### config.mk
export PLATFORM = sky130hd
export DESIGN_NAME = camera_config_sequencer
export DESIGN_NICKNAME = d
export VERILOG_FILES = /design/src/rtl/camera_config_sequencer.sv
export SDC_FILE = /design/constraint.sdc
export NUM_CORES = 1
export LEC_CHECK = 0
export ABC_AREA = 1
export CORE_ASPECT_RATIO = 0.6
export CORE_UTILIZATION = 30
export CTS_CLUSTER_DIAMETER = 40
export DETAILED_ROUTE_END_ITERATION = 10
export GPL_TIMING_DRIVEN = 0
export RECOVER_POWER = 25
export SLEW_MARGIN = 20
export SYNTH_ARGS = -nofsm -noshare
export SYNTH_HDL_FRONTEND = slang
export SYNTH_SLANG_ARGS = --single-unit
export TNS_END_PERCENT = 20
### constraint.sdc
create_clock -name clk -period 2 [get_ports clk]
set_clock_uncertainty 0.15 [all_clocks]
set_input_delay 0.6 -clock clk [delete_from_list [all_inputs] [get_ports clk]]
set_output_delay 0.6 -clock clk [all_outputs]
set_load 0.03 [all_outputs]
### src/rtl/camera_config_sequencer.sv
// Walks a register table from ROM and issues one bus write per entry.
// Optional CAM_CFG_DELAY_OP_EN turns reg_addr 8'hFE entries into timed waits.
module camera_config_sequencer #(
  parameter logic [6:0] CAM_I2C_ADDR = 7'h3C,
  parameter int         NUM_ENTRIES  = 8,
  parameter int         DELAY_TICKS  = 1000
) (
  input  logic        clk,
  input  logic        rst,
  input  logic        cfg_start,
  output logic        cfg_busy,
  output logic        cfg_done,
  output logic [7:0]  tbl_addr,
  input  logic [15:0] tbl_data,
  output logic [6:0]  i2c_addr,
  output logic [7:0]  reg_addr,
  output logic [7:0]  reg_data,
  output logic        reg_wr_start,
  input  logic        reg_wr_done,
  input  logic        reg_wr_ready
);

  // Writer handshake: reg_wr_start is a one-clk command pulse, only issued while
  // reg_wr_ready=1; the command is complete when reg_wr_done is sampled high.
  typedef enum logic [3:0] {
    IDLE,
    FETCH,
    FETCH_WAIT,
    DECODE,
    WAIT_READY,
    ISSUE,
    WAIT_DONE,
    NEXT,
    FINISH
`ifdef CAM_CFG_DELAY_OP_EN
    , DELAY
`endif
  } state_t;

  localparam logic [7:0] LAST_IDX = 8'(NUM_ENTRIES - 1);

  state_t     state;
  state_t     state_nxt;
  logic [7:0] index;
  logic [7:0] reg_addr_q;
  logic [7:0] reg_data_q;

`ifdef CAM_CFG_DELAY_OP_EN
  // 255 * DELAY_TICKS always fits in 8 + clog2(DELAY_TICKS) bits.
  localparam int DW = 8 + $clog2(DELAY_TICKS);
  logic [DW-1:0] delay_cnt;
  logic          is_delay;
  assign is_delay = (tbl_data[15:8] == 8'hFE);
`endif

  always_ff @(posedge clk or posedge rst) begin
    if (rst) state <= IDLE;
    else     state <= state_nxt;
  end

  always_comb begin
    state_nxt    = state;
    cfg_busy     = 1'b1;
    cfg_done     = 1'b0;
    reg_wr_start = 1'b0;
    case (state)
      IDLE: begin
        cfg_busy = 1'b0;
        if (cfg_start) state_nxt = FETCH;
      end
      FETCH:      state_nxt = FETCH_WAIT;
      FETCH_WAIT: state_nxt = DECODE;
      DECODE: begin
`ifdef CAM_CFG_DELAY_OP_EN
        state_nxt = is_delay ? DELAY : WAIT_READY;
`else
        state_nxt = WAIT_READY;
`endif
      end
      WAIT_READY: if (reg_wr_ready) state_nxt = ISSUE;
      ISSUE: begin
        reg_wr_start = 1'b1;
        state_nxt    = WAIT_DONE;
      end
      WAIT_DONE: if (reg_wr_done) state_nxt = NEXT;
`ifdef CAM_CFG_DELAY_OP_EN
      // A zero-length delay leaves after its single pass through this state.
      DELAY: if (delay_cnt <= DW'(1)) state_nxt = NEXT;
`endif
      NEXT: state_nxt = (index == LAST_IDX) ? FINISH : FETCH;
      FINISH: begin
        cfg_busy  = 1'b0;
        cfg_done  = 1'b1;
        state_nxt = IDLE;
      end
      default: state_nxt = IDLE;
    endcase
  end

  always_ff @(posedge clk or posedge rst) begin
    if (rst) begin
      index      <= 8'd0;
      reg_addr_q <= 8'd0;
      reg_data_q <= 8'd0;
    end else begin
      if (state == IDLE && cfg_start)
        index <= 8'd0;
      else if (state == NEXT && index != LAST_IDX)
        index <= index + 8'd1;
      // Held from DECODE until the writer reports completion.
      if (state == DECODE) begin
        reg_addr_q <= tbl_data[15:8];
        reg_data_q <= tbl_data[7:0];
      end
    end
  end

`ifdef CAM_CFG_DELAY_OP_EN
  always_ff @(posedge clk or posedge rst) begin
    if (rst)
      delay_cnt <= '0;
    else if (state == DECODE)
      delay_cnt <= DW'(tbl_data[7:0]) * DW'(DELAY_TICKS);
    else if (state == DELAY && delay_cnt != '0)
      delay_cnt <= delay_cnt - DW'(1);
  end
`endif

  assign tbl_addr = index;
  assign i2c_addr = CAM_I2C_ADDR;
  assign reg_addr = reg_addr_q;
  assign reg_data = reg_data_q;

endmodule
# [Yosys cells after proc, flatten, opt, wreduce, memory -nomap -nowiden]
# Index checks and enable logic that the tools add are counted.
[word_totals] in_bits=21 latchBits=0 wordCells=34 output_inout_bits=34 rom_bits=0 ram_bits=0 memories=0 ff_bits=28
[op_classes] mul=0 muxes=10 n_shift=0 n_lt_le_gt_ge=0 n_bitwise=0 add_sub_neg=1 reduce_logical=6 n_eq_ne=13 div=0
[ops] operator="case mux 4 bit (8 select lines)" n=1
[ops] operator="equality test 4 x 3 -> 1 bit, second input constant" n=4
[ops] operator="2-to-1 mux 4 bit" n=4
[ops] operator="2-to-1 mux 8 bit" n=2
[ops] operator="adder 8 x 1 -> 8 bit, second input constant" n=1
[ops] operator="equality test 4 x 2 -> 1 bit, second input constant" n=2
[ops] operator="equality test 8 x 3 -> 1 bit, second input constant" n=1
[ops] operator="!= test 8 x 3 -> 1 bit, second input constant" n=1
[ops] operator="!= test 2 bit, second input constant" n=3
[ops] operator="equality test 4 x 1 -> 1 bit, second input constant" n=1
[ops] operator="equality test 4 bit, second input constant" n=1
[ops] operator="zero test 4 bit" n=1
[ops] operator="2-to-1 mux 1 bit" n=3
[ops] operator="AND reduction 3 bit" n=1
[ops] operator="logical AND 1 bit" n=2
[ops] operator="nonzero test 2 bit" n=1
[ops] operator="OR reduction 2 bit" n=1

# [Depth between registers and ports, before layout]
# Gate-level depths: netlist (run 1).
[logic_depth] word_depth=4 mapped_depth=8 depth_no_buf=8

# [Least setup slack after synthesis (run 1)]
# No wires, ideal clock.
[synth_timing] path_kind="reg-to-output" startpoint="register state[1]" endpoint="output port cfg_done" setup_slack_ps=12 t_required_ps=1250 path_buffers=0 arrival_time_ps=1238 path_stages_with_launch=4 path_cell_list="dfrtp_1 -> nor2_2 -> nand2_1 -> nor2_1"
[synth_between] elab_chain_cells=2
[synth_rtl] element="from (decl)" line="42" rtl="state_t state;"
[synth_rtl] element="from (signal assigned)" line="58" rtl="else state <= state_nxt;"
[synth_rtl] element="equality test 4 bit" line="66" rtl="case (state)"
[synth_rtl] element="2-to-1 mux 1 bit" line="66"
[synth_rtl] element="to (decl)" line="12" rtl="output logic cfg_done,"
# No other way between the ends.

# [Worst setup path in the final report (run 1)]
[layout_timing] startpoint="register state[0]" endpoint="output port cfg_busy"
[layout_between] elab_chain_cells=3 word_cells_on_any_way=4
[layout_rtl] element="equality test 4 bit / zero test 4 bit (equally long branches)" line="66"
[layout_rtl] element="OR reduction 2 bit (no line) *"
[layout_rtl] element="2-to-1 mux 1 bit *" line="66"
[layout_rtl] element="to (decl)" line="11" rtl="output logic cfg_busy,"
# Every way passes the cells marked *; elsewhere a longest branch is shown, timed or not.

==> results by group, run 1 <==
Synthesis
  – Synth cell types: 26
  – Sequential fraction of the synthesis area: 47.8%
  – Synthesized cell area: 0.00147 mm²
  – Avg Inst Size Synth: 8.01 µm²
  – Top-count cell post-synth: nand2_1
  – Async set-reset flop share out of synthesis: 100%
  – Synth area leader: dfrtp_1
  – Number of synthesized flops with an enable pin: 0
  – Ys flop type: dfrtp_1
  – Largest cells by area after synthesis: dfrtp_1, nand2_1, nand3_1
  – Synth Register Bits: 28
  – Syn Inst Count: 183
  – Syn. warnings: 0
  – Synth top cells by count: nand2_1, dfrtp_1, nand3_1, inv_1
  – Top cell type's share of synthesized area: 47.8%

Floorplanning
  – Die Y: 56.2 µm
  – Die X: 92.3 µm
  – Initial Utilization: 31.6%
  – DIE AREA: 0.00518 mm²
  – Row cnt: 19
  – IO Count: 55
  – Core box area: 0.00464 mm²

Flow run
  – Max-cap violations: 0

Detailed routing
  – Drt initial violations: 64
  – DRT Wirelength: 3.25 mm
  – WL/cell: 10.7 µm
  – Routed vias: ~1,300
  – Routed vias/inst: 4.18
  – Top Layer Used: met4
  – Routed wl met3: 130 µm
  – Metal-1 WL: 1.72 mm
  – Routed Antenna Nets: 0
  – Met2 WL: between 1 and 1.5 mm
  – DRC Markers: 0
  – First-pass iteration count of the detailed router: 4

CTS
  – Worst-path clk slew: 90 ps
  – Clock root buffer: clkbuf_8
  – CTS sink count: 28
  – Inserted Clock Buffers: 3
  – Worst skew pair latency: around 270 ps
  – CTS Hold Bufs: 0
  – CTS H-tree lvls: 1
  – Clock tree buffer depth: 2
  – TritonCTS clock tree: built

Setup path
  – Critical-path cell list: nor2_2, nand2_1, clkdlybuf4s15_2
  – Critical path origin: state[0]
  – Critical Path Max Stage Delay: 420 ps
  – Slowest CP cell: dfrtp_1
  – R2r setup slk: around 330 ps
  – R2R depth: 7
  – Worst reg2reg path startpoint: state[3]
  – Setup Crit Path Kind: reg2out
  – Worst reg2reg endpoint: reg_data[7]
  – Worst Setup Start Kind: flop
  – Critical path peak fanout: 3
  – CP endpoint kind: output pin
  – CP delay by family, top: flip-flops
  – Critical path buffers and inverters: 1
  – Worst EP required: 1250 ps
  – Arrival time at the worst endpoint: 1220 ps

GRT
  – Largest net degree at the start of global routing: 29
  – Initial antenna violation count: 0
  – Gr usage total: 14.2%
  – Vias in the first global route: approximately 1,200
  – First-pass GRT wire length: 5.78 mm
  – GRT Residual Overflow: 0

Placement
  – Dpl cells: between 200 and 300
  – GP Congestion: 0.750
  – DP Worst Slack: -254 ps
  – Post-DP HPWL: 2.56 mm
  – Port Buffers: 47

Power
  – Leakage: 0.00112 µW
  – Power Density: about 1300 mW/mm²
  – Maximum VDD drop: 0.590 mV

STA
  – Final Critical Period: slightly below 2000 ps
  – Final Hold Slack: 322 ps
  – Worst-margin pin slew: 1020 ps
  – Max Freq: 507 MHz
  – Slew Viols, Final: 0
  – Final period utilization: 98.6%
  – Slew margin rel.: 31.7%
  – RSZ-0062 raised after global routing: true
  – Fin. Hold Viols: 0
  – Count of final setup violators: 0
  – Setup WS post-layout: 28.5 ps
  – Final TNS setup: 0 ps

Worst hold path
  – Hold path depth: 2
  – Hold Path Class: reg2reg
  – Hold_sp: reg_addr[2]
  – Min-Delay Endpoint: reg_addr[2]

Run status
  – Status: completed

Final layout
  – Area grow syn2layout: 41.8%
  – N_diodes: 0
  – Nets: 263
  – Post-route insts no fill: 303
  – Layout cell share with drive strength beyond 1: 15.4%
## sequential cells by signal, indices dropped and copies added (netlist names)
name and count:
reg_data 8, state 4, reg_addr 8, tbl_addr 8
## metrics by stage
stage                     util [%]  cell area, µm²  total power, µW
after floorplan                  -            1490             1860
after global placement        43.9            2030             2420
after detailed placement      43.9            2030             2440
after CTS                     44.4            2060             2660
after global routing          44.9            2080             2870
final                         44.9            2080             2660
## worst max-delay path by stage
stage,end,depth (start not counted)
after floorplan,cfg_done,3
after global placement,reg_wr_start,4
after detailed placement,reg_wr_start,4
after CTS,reg_wr_start,4
after global routing,cfg_done,4
final,cfg_busy,3
## kinds of logic (layout without fill, tap and decap cells)
logic type,Yosys count,count (layout),synth area share [%]
simple gates,117,117,37.6
flops,28,28,47.8
buf+inv,28,80,9.73
compound gates,4,4,1.71
xor+xnor,3,3,1.79
other cells,2,7,0.512
fa+ha+maj,1,1,0.853
## where the power goes
part	leakage (µW)	internal [µW]	switching, µW
clock	0.0000288	176	163
sequential	0.000357	771	114
combinational	0.000732	482	956
total	0.00112	1430	1230
## per-layer routing
metal	global-route usage (%)	up-vias
met1	21.2	567
met4	1.34	0
li1	-	672
met3	3.96	2
met2	21.2	25
met5	0	-
## cell usage in the layout, fill, tap and decap left out, types with 2 or more instances in the layout
cell	count
nand2_2	2
nor2_1	8
nor2_8	2
nand2_1	67
dfrtp_1	28
clkbuf_8	4
dlygate4sd2_1	24
xor2_1	2
inv_2	5
nor2_2	2
buf_4	11
nand3_1	26
conb_1	7
clkdlybuf4s50_1	20
nand4_1	3
buf_2	2
inv_1	11
nor2_4	3
## layout make-up
cell class | count | area, µm²
timing repair buffer | 48 | 448
tap | 63 | 78.8
multi-input combinational | 132 | 654
buffer | 11 | 77.6
inverter | 17 | 65.1
sequential | 28 | 701
fill | 497 | 2560
clock buffer | 4 | 55.1
## worst register-to-register path, delay by kind of cell (launching register included)
kind                   cells  cell delay, ps
buffers and inverters      3             550
and+or+nand+nor            4             430
DFF                        1             430
## timing repair
| item | 4_1_cts | 5_1_grt |
|---|---|---|
| setup endpoints to repair | 27 | 3 |
| gates resized for setup | 40 | 6 |
| pin swaps | 0 | 2 |
| cloned | 0 | 0 |
| buffers inserted | 0 | 1 |
(Power assumes the default switching activity.)
==> run 2: changes to the inputs <==
Settings changed: HOLD_SLACK_MARGIN set to 0.08.
==> results of run 2 <==
Same layout as run 1: the final DEF is identical, and so are final timing and power.
